<file path="src/rtl/alu_issue_ctrl.sv">
// rtl/alu_issue_ctrl.sv - issue stage for the 8-bit ALU
// Registers one op toward the ALU, waits ALU_LAT cycles, captures F/flags for downstream.
module alu_issue_ctrl #(
    parameter int ALU_LAT = 1,
    parameter int CNT_W   = 16
) (
    input  logic             CLK,
    input  logic             RST,
    input  logic             IN_VALID,
    output logic             IN_READY,
    input  logic [7:0]       IN_A,
    input  logic [7:0]       IN_B,
    input  logic [3:0]       IN_S,
    input  logic             IN_ACC,
    input  logic             CLEAR_ACC,
    output logic [7:0]       A,
    output logic [7:0]       B,
    output logic [3:0]       S,
    input  logic [7:0]       F,
    input  logic             EQUAL,
    input  logic             GT,
    input  logic             LT,
    input  logic             Zero,
    input  logic             CarryOut,
    input  logic             Overflow,
    output logic             OUT_VALID,
    input  logic             OUT_READY,
    output logic [7:0]       OUT_F,
    output logic [5:0]       OUT_FLAGS,
    output logic [7:0]       ACC,
    output logic [CNT_W-1:0] OP_CNT
);

    typedef enum logic [1:0] {IDLE, WAIT, RESULT} state_t;

    localparam logic [3:0] LAT_M1 = 4'(ALU_LAT - 1);

    state_t           state_q;
    logic [3:0]       cnt_q;
    logic [7:0]       a_q, b_q, acc_q, out_f_q;
    logic [3:0]       s_q;
    logic [5:0]       out_flags_q;
    logic             out_valid_q;
    logic [CNT_W-1:0] op_cnt_q, op_cnt_d;
    logic [7:0]       a_d;
    logic             accept;

    assign IN_READY = !RST && (state_q == IDLE || (state_q == RESULT && OUT_READY));
    assign accept   = IN_VALID && IN_READY;
    // acc_q here is the pre-clear value, so a same-cycle CLEAR_ACC does not affect the accept
    assign a_d      = IN_ACC ? acc_q : IN_A;
    assign op_cnt_d = (&op_cnt_q) ? op_cnt_q : op_cnt_q + {{(CNT_W-1){1'b0}}, 1'b1};

    always_ff @(posedge CLK or posedge RST) begin
        if (RST) begin
            state_q     <= IDLE;
            cnt_q       <= 4'd0;
            a_q         <= 8'd0;
            b_q         <= 8'd0;
            s_q         <= 4'd0;
            out_f_q     <= 8'd0;
            out_flags_q <= 6'd0;
            out_valid_q <= 1'b0;
            acc_q       <= 8'd0;
            op_cnt_q    <= '0;
        end else begin
            if (accept) begin
                a_q   <= a_d;
                b_q   <= IN_B;
                s_q   <= IN_S;
                cnt_q <= LAT_M1;
            end
            case (state_q)
                IDLE: if (accept) state_q <= WAIT;
                WAIT: begin
                    if (cnt_q != 4'd0) begin
                        cnt_q <= cnt_q - 4'd1;
                    end else begin
                        out_f_q     <= F;
                        out_flags_q <= {Overflow, CarryOut, Zero, LT, GT, EQUAL};
                        acc_q       <= F;
                        op_cnt_q    <= op_cnt_d;
                        out_valid_q <= 1'b1;
                        state_q     <= RESULT;
                    end
                end
                RESULT: begin
                    if (OUT_READY) begin
                        out_valid_q <= 1'b0;
                        state_q     <= accept ? WAIT : IDLE;
                    end
                end
                default: state_q <= IDLE;
            endcase
            // placed last so a clear wins over the WAIT capture into the accumulator
            if (CLEAR_ACC) acc_q <= 8'd0;
        end
    end

    assign A         = a_q;
    assign B         = b_q;
    assign S         = s_q;
    assign OUT_VALID = out_valid_q;
    assign OUT_F     = out_f_q;
    assign OUT_FLAGS = out_flags_q;
    assign ACC       = acc_q;
    assign OP_CNT    = op_cnt_q;

endmodule

</file>
<file path="config.mk">
export PLATFORM = sky130hd
export DESIGN_NAME = alu_issue_ctrl
export DESIGN_NICKNAME = d
export VERILOG_FILES = /design/src/rtl/alu_issue_ctrl.sv
export SDC_FILE = /design/constraint.sdc
export NUM_CORES = 1
export LEC_CHECK = 0
export CAP_MARGIN = 15
export CORE_ASPECT_RATIO = 0.8
export CORE_MARGIN = 2
export CORE_UTILIZATION = 40
export CTS_CLUSTER_SIZE = 14
export DETAILED_ROUTE_END_ITERATION = 10
export GPL_ROUTABILITY_DRIVEN = 0
export PLACE_DENSITY_LB_ADDON = 0.12
export RECOVER_POWER = 100
export SETUP_SLACK_MARGIN = 0.15
export SYNTH_ARGS = -nofsm -noshare
export SYNTH_HDL_FRONTEND = slang
export SYNTH_SLANG_ARGS = --single-unit
</file>
<file path="constraint.sdc">
create_clock -name CLK -period 2.2 [get_ports CLK]
set_input_delay 0.33 -clock CLK [delete_from_list [all_inputs] [get_ports CLK]]
set_output_delay 0.33 -clock CLK [all_outputs]
set_load 0.1 [all_outputs]
</file>
# After elaboration in Yosys (flattened, before gate mapping)
# Cells that the tools add are included.
# W data, S select, Z words.
totals:
  reg_bits: 65
  inputBits: 40
  output_inout_bits: 60
  elab_cells: 50
classes:
  addsub: 2
  n_eq_ne: 6
  mux: 15
  bitwise: 2
  reduce_logical: 15
op_table:
  columns: ["operator", "count"]
  rows:
  - ["$mux W8", 4]
  - ["$add A16 B1 Y16 const B", 1]
  - ["$reduce_and A16 Y1", 1]
  - ["$mux W4", 3]
  - ["$reduce_and A3 Y1", 3]
  - ["$ne A2 B2 Y1 const B", 4]
  - ["$mux W2", 3]
  - ["$pmux W2 S3", 1]
  - ["$reduce_and A2 Y1", 2]
  - ["$reduce_bool A2 Y1", 2]
  - ["$reduce_bool A4 Y1", 1]
  - ["$sub A4 B1 Y4 const B", 1]
  - ["$logic_and A1 B1 Y1", 3]
  - ["$mux W1", 3]
  - ["$eq A2 B1 Y1 const B", 1]
  - ["$eq A2 B2 Y1 const B", 1]
  - ["$logic_not A2 Y1", 1]
  - ["$not A1 Y1", 2]
  - ["$pmux W1 S2", 1]
  - ["$logic_not A1 Y1", 1]
  - ["$logic_or A1 B1 Y1", 1]

# Depth between registers and ports, before layout
logic_depth:
  ltp_word: 8
  mapped_depth: 9
  depth_no_buf: 6

# Worst setup path before layout
# No wires, ideal clock.
synth_path:
  path_kind: "in2out"
  startpoint: "input port OUT_READY"
  endpoint: "output port IN_READY"
  t_arrival_ps: 2642
  t_required_ps: 1870
  slack_ps: -772
  path_stages: 2
  cell_sequence: "inv_1 -> a211oi_1"
synth_via:
  elab_chain_len: 3
synth_rtl:
  columns: ["element", "line_no", "text"]
  rows:
  - ["from (decl)", "27", "input logic OUT_READY,"]
  - ["$logic_and A1 B1 Y1", "48", "assign IN_READY = !RST && (state_q == IDLE || (state_q == RESULT && OUT_READY));"]
  - ["$logic_or A1 B1 Y1", "48", null]
  - ["$logic_and A1 B1 Y1", "48", null]
  - ["to (decl)", "10", "output logic IN_READY,"]
# Every way passes these cells.

# Worst setup path in the final report
layout_path:
  startpoint: "register cnt_q[0]"
  endpoint: "register op_cnt_q[1] (netlist: OP_CNT[1])"
layout_via:
  elab_chain_len: 3
layout_rtl:
  columns: ["element", "line_no", "text"]
  rows:
  - ["from (decl)", "39", "logic [3:0] cnt_q;"]
  - ["from (signal assigned)", "77", "cnt_q <= cnt_q - 4'd1;"]
  - ["$reduce_bool A4 Y1", "76", "if (cnt_q != 4'd0) begin"]
  - ["$not A1 Y1 (no line)", null, null]
  - ["$reduce_and A3 Y1 (no line)", null, null]
  - ["to (signal assigned)", "82", "op_cnt_q <= op_cnt_d;"]
  - ["to (decl)", "44", "logic [CNT_W-1:0] op_cnt_q, op_cnt_d;"]
# Every way passes these cells.
# A chain may end at the register's enable or synchronous reset.

==> summary.md <==
| Metric | Value |
|---|---|
| Hold_sp | `OUT_F[5]` |
| Crit path time final | `1.98 ns` |
| Initial core utilization | `between 40% and 50%` |
| Reg2Reg Setup Slack | `0.22 ns` |
| Synth top area cells | `dfrtp_1, nand2_1, mux2_2` |
| IO Port Bufs | `99` |
| Path depth of the worst reg2reg path | `6` |
| Die ar. | `0.00762 mm²` |
| Vias in the first global route | `~2100` |
| Largest net degree at the start of global routing | `66` |
| Clock Skew | `0.00802 ns` |
| Clock Latency Late Sink | `between 0.3 and 0.4 ns` |
| Worst rel slew slack | `22.6%` |
| DR vias | `2209` |
| Cell with the most instances after synthesis | `dfrtp_1` |
| Clock tree root buffer cell | `clkbuf_8` |
| Total track usage | `17.9%` |
| H-tree depth | `3` |
| Least-Margin Pin Slew | `1.17 ns` |
| Final nets | `between 400 and 500` |
| Seq/Total Area, Yosys | `58.6%` |
| Max clock buf depth | `2` |
| Fin. max-slew vios | `0` |
| Share of layout cells above drive strength 1 | `between 30% and 40%` |
| Area of the multi-input gates | `0.00109 mm²` |
| Status | `finished clean` |
| CP Launch Type | `register` |
| Min-Delay Endpoint | `OUT_F[5]` |
| Final wirelength | `6360 µm` |
| Cells after Synth | `approximately 260` |
| Initial antenna violation count | `0` |
| Placed cell count | `442` |
| Mean Syn Cell Area | `10.8 µm²` |
| Wire length per cell | `13.9 µm` |
| Boundary pin count | `100` |
| ANT nets after route | `0` |
| Storage cell area | `0.00164 mm²` |
| Core Rows | `27` |
| Sink Count | `between 60 and 70` |
| Yosys top cell area share | `58.6%` |
| Syn Nets | `about 300` |
| Die height | `78.5 µm` |
| Final hold violations | `0` |
| Cell area after synthesis | `0.00277 mm²` |
| Yosys warnings | `0` |
| Reg2Reg Capture Point | `OP_CNT[1]` |
| EDFF count, synth | `0` |
| Library cells used by synthesis | `36` |
| Hold Path Stages | `2` |
| Final period util | `90.1%` |
| RSZ-0062 raised after global routing | `true` |
| Cell taking the most area after synthesis | `dfrtp_1` |
| Core area | `0.00679 mm²` |
| Required time of the critical path | `2.42 ns` |
| Number of synthesized register bits | `65` |
| Final TNS setup | `0 ns` |
| Maximum clock frequency | `504 MHz` |
| CTS clk-pin slew, worst paths | `0.07 ns` |
| Crit end category | `register` |
| Vias per cell | `4.81` |
| First-pass GRT wire length | `10800 µm` |
| Post-detail-place hpwl | `4570 µm` |
| Crit-path max FO | `9` |
| Critical path type | `register to register` |
| Drt drc | `0` |
| Data arrival, critical path | `2.20 ns` |
| Post-synth top cells | `dfrtp_1, nand2_1, a21oi_1` |
| Ys async rst share | `100%` |
| Area Overhead vs Synth | `39.7%` |
| # diodes | `0` |
| Main synth FF type | `dfrtp_1` |
| Final Setup Violations | `0` |
| Gr ovfl total | `0` |
| Total clock buffers created by CTS | `9` |
| Max cap viols | `0` |
| Detailed Route Iter0 Violations | `84` |
| DRT Pass-1 Iters | `4` |
| Number of fill cells | `617` |
| RR Startpoint | `cnt_q[0]` |
| Die width | `97.1 µm` |
| Finished Layout Cells | `459` |
| Hold crit path type | `register to register` |
| CTS tree | `built` |
[metrics by stage]
step / hold WS [ns] / cell area, µm² / setup slack, ns / utilization, %
3_5_place_dp: 0.464 / 3810 / 0.0532 / 56.1
5_1_grt: 0.506 / 3880 / 0.0915 / 57.1
2_1_floorplan: 0.435 / 2800 / 0.101 / -
6_report: 0.471 / 3880 / 0.217 / 57.1
3_3_place_gp: 0.460 / 3810 / 0.121 / 56.1
4_1_cts: 0.480 / 4050 / 0.198 / 59.7
[layout make-up]
class	instances	area share (%)
clock buffers	14	4.45
repair buffers	110	20.0
multi-input cells	175	28.2
well taps	87	2.81
clock inverters	2	1.55
flip-flops and latches	65	42.3
inverters	6	0.581
[timing repair]
action,in CTS,in global routing
hold buffers,0,0
endpoints found under the setup margin,7,18
hold endpoints to repair,0,0
buffers inserted,0,1
pin swaps,1,1
cloned,0,0
resized for setup,3,5
[sequential cells by signal, indices dropped and copies added, names as in the netlist]
register	cells
OUT_FLAGS	6
S	4
cnt_q	4
OUT_F	8
A	8
B	8
ACC	8
state_q	2
OP_CNT	16
OUT_VALID	1
[layout by cell type (no fill, tap or decap), types with 3 or more instances in the layout]
master            n
nor3_1            3
dfrtp_1          53
a21oi_1          17
nor2_1           14
nor2b_1           3
nor4_1            3
buf_4             8
nand3_1           6
clkbuf_8         12
xor2_1           11
mux2i_1          10
clkbuf_2         56
nand2_1          59
inv_1             4
nand4_1           6
dfrtp_2          12
o21ai_0           3
mux2_2           14
clkbuf_1          7
nand2b_1          4
clkdlybuf4s50_1  37
[worst max-delay path by stage]
stage / start / end / slack (ns) / cells after the start
3_5_place_dp: cnt_q[0] / OP_CNT[6] / 0.05 / 6
6_report: cnt_q[0] / OP_CNT[1] / 0.22 / 6
3_3_place_gp: OUT_READY / A[5] / 0.12 / 7
2_1_floorplan: RST / OP_CNT[0] / 0.10 / 1
4_1_cts: cnt_q[0] / OP_CNT[1] / 0.20 / 6
5_1_grt: cnt_q[0] / ACC[1] / 0.09 / 7
[layer usage]
layer  part of all wire, %  vias to the layer above  track usage [%]
met5                     0                        -                0
met4                  0.66                        0             5.07
met3                   7.5                        4             7.30
met2                    44                       68             26.0
met1                    48                     1039             24.9
li1                      -                     1098                -
[kinds of logic after synthesis]
logic type / Yosys count / share of synthesized area [%]
xor gates and xnor gates: 12 / 3.79
buffers and inverters: 17 / 2.57
and+or+nand+nor: 111 / 19.6
AOI/OAI and AO/OA: 26 / 5.19
muxes: 24 / 9.29
DFF: 65 / 58.6
adders and majority gates: 2 / 0.902
[worst max-delay path: stages, from the launching register on]
cell and delay, ns:
dfrtp_1 0.40, inv_2 0.07, ha_1 0.17, or3b_4 0.42, or2_4 0.29, nor2_1 0.17
mux2_2 0.35
Power is left out: the tool's default activity adds up to more than one toggle a clock period on the data nets, which glitch-free logic cannot reach.
